[src/rtl/c432_key_loader.sv]
// Serial key-load controller feeding the MUX2-locked c432 netlist.
// A key frame is shifted in LSB first and passed to key_out only after even parity checks.
module c432_key_loader #(
    parameter int KEY_W = 2,
    parameter int CNT_W = 2
) (
    input  logic             clk,
    input  logic             rst,
    input  logic             load_start,
    input  logic             key_valid,
    input  logic             key_bit,
    output logic             key_ready,
    output logic [KEY_W-1:0] key_out,
    output logic             key_locked,
    output logic             key_err
);

    typedef enum logic [2:0] {
        IDLE   = 3'd0,
        SHIFT  = 3'd1,
        CHECK  = 3'd2,
        LOCKED = 3'd3,
        ERROR  = 3'd4
    } state_t;

    state_t             state_reg, state_next;
    logic [KEY_W-1:0]   shadow_reg, shadow_next;
    logic [CNT_W-1:0]   cnt_reg, cnt_next;
    logic               par_reg, par_next;
    logic [KEY_W-1:0]   key_out_reg, key_out_next;
    logic               key_locked_reg, key_locked_next;
    logic               key_err_reg, key_err_next;

    always_ff @(posedge clk or posedge rst) begin
        if (rst) begin
            state_reg      <= IDLE;
            shadow_reg     <= '0;
            cnt_reg        <= '0;
            par_reg        <= 1'b0;
            key_out_reg    <= '0;
            key_locked_reg <= 1'b0;
            key_err_reg    <= 1'b0;
        end else begin
            state_reg      <= state_next;
            shadow_reg     <= shadow_next;
            cnt_reg        <= cnt_next;
            par_reg        <= par_next;
            key_out_reg    <= key_out_next;
            key_locked_reg <= key_locked_next;
            key_err_reg    <= key_err_next;
        end
    end

    always_comb begin
        state_next      = state_reg;
        shadow_next     = shadow_reg;
        cnt_next        = cnt_reg;
        par_next        = par_reg;
        key_out_next    = key_out_reg;
        key_locked_next = key_locked_reg;
        key_err_next    = key_err_reg;

        case (state_reg)
            SHIFT: begin
                // A restart wins over a bit presented on the same edge.
                if (load_start) begin
                    cnt_next    = '0;
                    shadow_next = '0;
                end else if (key_valid) begin
                    if (cnt_reg == CNT_W'(KEY_W)) begin
                        par_next   = key_bit;
                        state_next = CHECK;
                    end else begin
                        for (int i = 0; i < KEY_W; i++) begin
                            if (cnt_reg == CNT_W'(i)) shadow_next[i] = key_bit;
                        end
                        cnt_next = cnt_reg + 1'b1;
                    end
                end
            end
            CHECK: begin
                if ((^shadow_reg ^ par_reg) == 1'b0) begin
                    key_out_next    = shadow_reg;
                    key_locked_next = 1'b1;
                    key_err_next    = 1'b0;
                    state_next      = LOCKED;
                end else begin
                    key_out_next    = '0;
                    key_locked_next = 1'b0;
                    key_err_next    = 1'b1;
                    state_next      = ERROR;
                end
            end
            IDLE, LOCKED, ERROR: begin
                // The previously verified key stays on the bus while a new frame loads.
                if (load_start) begin
                    cnt_next     = '0;
                    shadow_next  = '0;
                    key_err_next = 1'b0;
                    state_next   = SHIFT;
                end
            end
            default: begin
                state_next = IDLE;
            end
        endcase
    end

    assign key_ready  = (state_reg == SHIFT);
    assign key_out    = key_out_reg;
    assign key_locked = key_locked_reg;
    assign key_err    = key_err_reg;

endmodule

[config.mk]
export PLATFORM = sky130hd
export DESIGN_NAME = c432_key_loader
export DESIGN_NICKNAME = d
export VERILOG_FILES = /design/src/rtl/c432_key_loader.sv
export SDC_FILE = /design/constraint.sdc
export NUM_CORES = 1
export LEC_CHECK = 0
export ABC_AREA = 1
export BUFFER_PORTS_ARGS = -buffer_cell sky130_fd_sc_hd__buf_2
export CAP_MARGIN = 20
export CORE_MARGIN = 2
export CORE_UTILIZATION = 51
export CTS_CLUSTER_DIAMETER = 80
export DETAILED_ROUTE_END_ITERATION = 8
export PLACE_DENSITY_LB_ADDON = 0.15
export SKIP_CTS_REPAIR_TIMING = 1
export SLEW_MARGIN = 10
export SYNTH_ARGS = -nofsm -noshare
export SYNTH_HDL_FRONTEND = slang
export SYNTH_SLANG_ARGS = --single-unit
[constraint.sdc]
create_clock -name clk -period 2.4 [get_ports clk]
set_clock_uncertainty 0.1 [all_clocks]
set_input_delay 0.12 -clock clk [delete_from_list [all_inputs] [get_ports clk]]
set_output_delay 0.12 -clock clk [all_outputs]
set_load 0.01 [all_outputs]
# [After elaboration in Yosys (flattened, before gate mapping)]
# Cells that the tools add are included.
[word_totals] out_inout_bits=5 input_bits=5 regBits=12
[classes] n_reduce_logical=12 addsub=1 bitwise_logic=2 mux=22 n_eq_ne=14
[ops] op="two-way mux 2 bit" count=8
[ops] op="two-way mux 3 bit" count=5
[ops] op="AND reduction 4 bit" count=3
[ops] op="AND reduction 5 bit" count=2
[ops] op="one-hot mux 3 bit (3 select lines)" count=1
[ops] op="one-hot mux 2 bit (2 select lines)" count=2
[ops] op="== test 3 x 2 -> 1 bit (second input constant)" count=2
[ops] op="!= test 2 bit (second input constant)" count=3
[ops] op="!= test 3 x 2 -> 1 bit (second input constant)" count=2
[ops] op="!= test 3 bit (second input constant)" count=2
[ops] op="two-way mux 1 bit" count=5
[ops] op="nonzero test 2 bit" count=2
[ops] op="== test 3 x 1 -> 1 bit (second input constant)" count=1
[ops] op="== test 3 bit (second input constant)" count=1
[ops] op="logical NOT 3 bit" count=1
[ops] op="OR reduction 3 bit" count=1
[ops] op="adder 2 x 1 -> 2 bit (second input constant)" count=1
[ops] op="== test 2 x 1 -> 1 bit (second input constant)" count=1
[ops] op="== test 2 bit (second input constant)" count=1
[ops] op="logical NOT 2 bit" count=1
[ops] op="!= test 2 x 1 -> 1 bit (second input constant)" count=1
[ops] op="one-hot mux 1 bit (2 select lines)" count=1
[ops] op="AND reduction 2 bit" count=1
[ops] op="XOR reduction 2 bit" count=1
[ops] op="other kinds (2)" count=2

# [Longest topological paths before layout]
[logic_depth] word_depth=6 depth_mapped=10 ltp_nobuf=10

# [Worst setup path before layout]
# No wires, ideal clock.
[synth_timing] path_kind="register to register" from="register cnt_reg[0]" to="register state_reg[1]" setup_ns=0.116 t_required_ns=2.184 synth_period_minus_slack_ns=1.289 slack_ns=1.111 path_stages_with_launch=11 arrival_time_ns=1.073 n_path_buf=0 path_cell_list="dfrtp_1 > inv_1 > ha_1 > nand2_1 > nor2_1 > nor2_1 > inv_1 > nand2_1 > inv_1 > nand2_1 > nand2_1"
[synth_via] elab_chain_len=3
[synth_lines] item="from (decl)" line_no="28" text="logic [CNT_W-1:0] cnt_reg, cnt_next;"
[synth_lines] item="from (signal assigned)" line_no="46" text="cnt_reg <= cnt_next;"
[synth_lines] item="== test 2 bit" line_no="70" text="if (cnt_reg == CNT_W'(KEY_W)) begin"
[synth_lines] item="!= test 2 x 1 -> 1 bit (no line)"
[synth_lines] item="AND reduction 4 bit (no line)"
[synth_lines] item="to (signal assigned)" line_no="44" text="state_reg <= state_next;"
[synth_lines] item="to (decl)" line_no="26" text="state_t state_reg, state_next;"
# Every way passes these cells.
# A chain may end at the register's enable or synchronous reset.

# [Worst setup path after layout]
[layout_timing] from="register state_reg[2]" to="output port key_ready"
[layout_via] elab_chain_len=1
[layout_lines] item="== test 3 x 1 -> 1 bit" line_no="109" text="assign key_ready = (state_reg == SHIFT);"
[layout_lines] item="to (decl)" line_no="12" text="output logic key_ready,"
# Every way passes these cells.

==> summary.md <==
| Metric | Value |
|---|---|
| Die X | `41.3 um` |
| Compound-cell area share of the yosys netlist | `0.117` |
| Sequential cell area | `300 um^2` |
| Synth Area in Simple Gates | `0.316` |
| PD cells | `1250 nW/um^2` |
| Post-synth cell types | `15` |
| Met3 Wirelength | `47 um` |
| Register area share after synthesis | `0.424` |
| Xor/xnor cell area share of the yosys netlist | `0` |
| Fmax | `0.671 GHz` |
| RSZ-0062 raised after global routing | `no` |
| Largest family of logic cells by synthesized area | `simple AND/OR/NAND/NOR gates` |
| Largest register FFs | `3` |
| Fraction of the mapped netlist area in adder cells | `0.0530` |
| Worst Setup Start Kind | `flip-flop` |
| H-tree depth | `1` |
| P&R area growth vs syn | `15.5%` |
| Post-synthesis mux area share | `0` |
| Die Ht | `41.3 um` |
| Drt total wl | `1.38 mm` |
| Max clock buf depth | `2` |
| Int Power | `559 uW` |
| Max Cap Viol | `0` |
| Min cycle time layout | `1490 ps` |
| Hold WC Path Type | `in2reg` |
| Antenna cell count | `0` |
| Clk root buf | `clkbuf_4` |
| Num CTS Buffers | `3` |
| Maximum number of pins on one net before global-route repair | `13` |
| Fin crit share | `0.621` |
| Arrival time of the worst setup path | `1270 ps` |
| Worst setup path endpoint | `key_ready` |
| # DRC | `0` |
| DR vias | `656` |
| Post-Syn Area per Cell | `7.15 um^2` |
| Max-Slew Margin vs Limit | `0.681` |
| Clk sinks | `12` |
| Detail-routed via count per cell | `5.13` |
| Dpl cell area | `772 um^2` |
| Reg2reg end | `cnt_reg[1]$_DFFE_PP0P_` |
| R2r setup slk | `960 ps` |
| Sequential power share | `0.336` |
| Sw Pwr | `461 uW` |
| Post-Syn Instances | `99` |
| Initial antenna violation count | `0` |
| Grt ovf | `0` |
| Fin util | `0.629` |
| Sw Ratio | `0.452` |
| Clock network power share | `0.159` |
| IO Port Bufs | `9` |
| First-pass GRT wire length | `2.20 mm` |
| Multi-input logic area | `344 um^2` |
| Share of cells above drive strength 1 | `0.168` |
| Critical path class | `reg2out` |
| Final number of hold-violating endpoints | `0` |
| Met2 wire length | `629 um` |
| ANT nets after route | `0` |
| Initial DRC count | `21` |
| Final HPWL DP | `1.12 mm` |
| CP Data Required Time | `2180 ps` |
| Die area | `1700 um^2` |
| Worst r2r src | `cnt_reg[0]$_DFFE_PP0P_` |
| Static Leak | `0.000460 uW` |
| Worst-margin pin slew | `478 ps` |
| Status | `completed` |
| Critical-path maximum fanout | `6` |
| Post-Syn Nets | `107` |
| Depth of the most critical reg-to-reg path | `8` |
| Metal-1 WL | `667 um` |
| Fill cells | `127` |
| Crit path capture type | `output port` |
| Comb pwr share | `0.505` |
| Vias in the first global route | `539` |
| Total Routing Usage GR | `0.208` |
| Num ports | `10` |
| Crit path from | `state_reg[2]$_DFFE_PP0P_` |
| Nets | `122` |
| Design Area, Final | `818 um^2` |
| FF+latch count, synth | `12` |
| # setup viols final | `0` |
| Mapped cell area | `708 um^2` |
| Worst IR Drop VDD | `0.655 mV` |
| Top layer in use | `met4` |
| Final TNS setup | `0 ps` |
| Core Area | `1300 um^2` |
| Max-slew violation count | `0` |
| Rows | `13` |
| RePlAce Congestion | `0.822` |
| Yosys warns | `0` |
| Wire per inst | `10.8 um` |
| Clock slew at reported path FFs | `80 ps` |
| DR pass1 iterations | `4` |
| TritonCTS clock tree | `yes` |
| Initial Utilization | `0.544` |
| Clock latency on the worst-skew pair | `280 ps` |
Yosys cell counts (all sizes together):
master  number  area share
o21a         1       0.011
nand4        3       0.027
ha           3       0.053
nand2       37        0.21
dfrtp       12        0.42
o21ai       10       0.076
nor2         9       0.048
a21oi        2       0.030
nand3        5       0.035
inv         17       0.090
per-layer routing:
layer  up-vias  track usage
li1        341            -
met3         5       0.0380
met2        11        0.313
met1       299        0.257
met4         0        0.161
met5         -            0
cells in the final DEF (no fill, tap or decap), types with 2 or more instances in the layout:
| cell type | instances |
|---|---|
| inv_1 | 16 |
| nand2_1 | 34 |
| buf_2 | 9 |
| nand4_1 | 3 |
| nor2_1 | 9 |
| o21ai_0 | 7 |
| nand2_2 | 3 |
| dfrtp_1 | 12 |
| o21ai_1 | 2 |
| ha_1 | 3 |
| clkbuf_4 | 3 |
| nand3_1 | 5 |
worst max-delay path, cell delays in order (launching register included):
cell and delay [ps]:
dfrtp_1 450, inv_1 140, nand3_1 160, inv_1 110, buf_2 130
logic make-up (layout without fill, tap and decap cells):
family / count (synthesis) / after routing
AOI/OAI and AO/OA: 13 / 13
adders and majority gates: 3 / 3
buffers and inverters: 17 / 31
and+or+nand+nor: 54 / 54
DFF: 12 / 12
final cells by class:
cell class	instances	share of cell area
Inverter	17	0.0780
Timing Repair Buffer	10	0.0673
Sequential cell	12	0.367
Tap cell	15	0.0229
Clock buffer	4	0.0443
Multi-Input combinational cell	70	0.420
how the worst min path moves through the flow:
stage | endpoint | start | slack [ps] | cells after the start
2_1_floorplan | cnt_reg[0]$_DFFE_PP0P_ | rst | -120 | 1
3_3_place_gp | shadow_reg[1]$_DFFE_PP0P_ | rst | 50 | 2
3_5_place_dp | shadow_reg[1]$_DFFE_PP0P_ | rst | 60 | 2
4_1_cts | state_reg[2]$_DFFE_PP0P_ | rst | -250 | 2
5_1_grt | par_reg$_DFFE_PP0P_ | key_bit | 40 | 3
6_report | par_reg$_DFFE_PP0P_ | key_bit | 20 | 3
power by group through the flow:
stage,Sequential (uW),Combinational [uW],Clock [uW]
final,342,514,162
after global placement,346,490,0
after CTS,343,517,166
after detailed placement,348,514,0
after global routing,356,593,170
after floorplan,352,376,0
metrics by stage:
| step | std cells | power, uW | setup WS [ps] | hold slack [ps] |
|---|---|---|---|---|
| after floorplan | 99 | 728 | 1110 | -115 |
| after global placement | 123 | 836 | 1050 | 52.3 |
| after detailed placement | 123 | 862 | 976 | 55.4 |
| after CTS | 127 | 1030 | 920 | -245 |
| after global routing | 128 | 1120 | 824 | 41.8 |
| final | 128 | 1020 | 910 | 24.1 |
(Power assumes the default switching activity.)
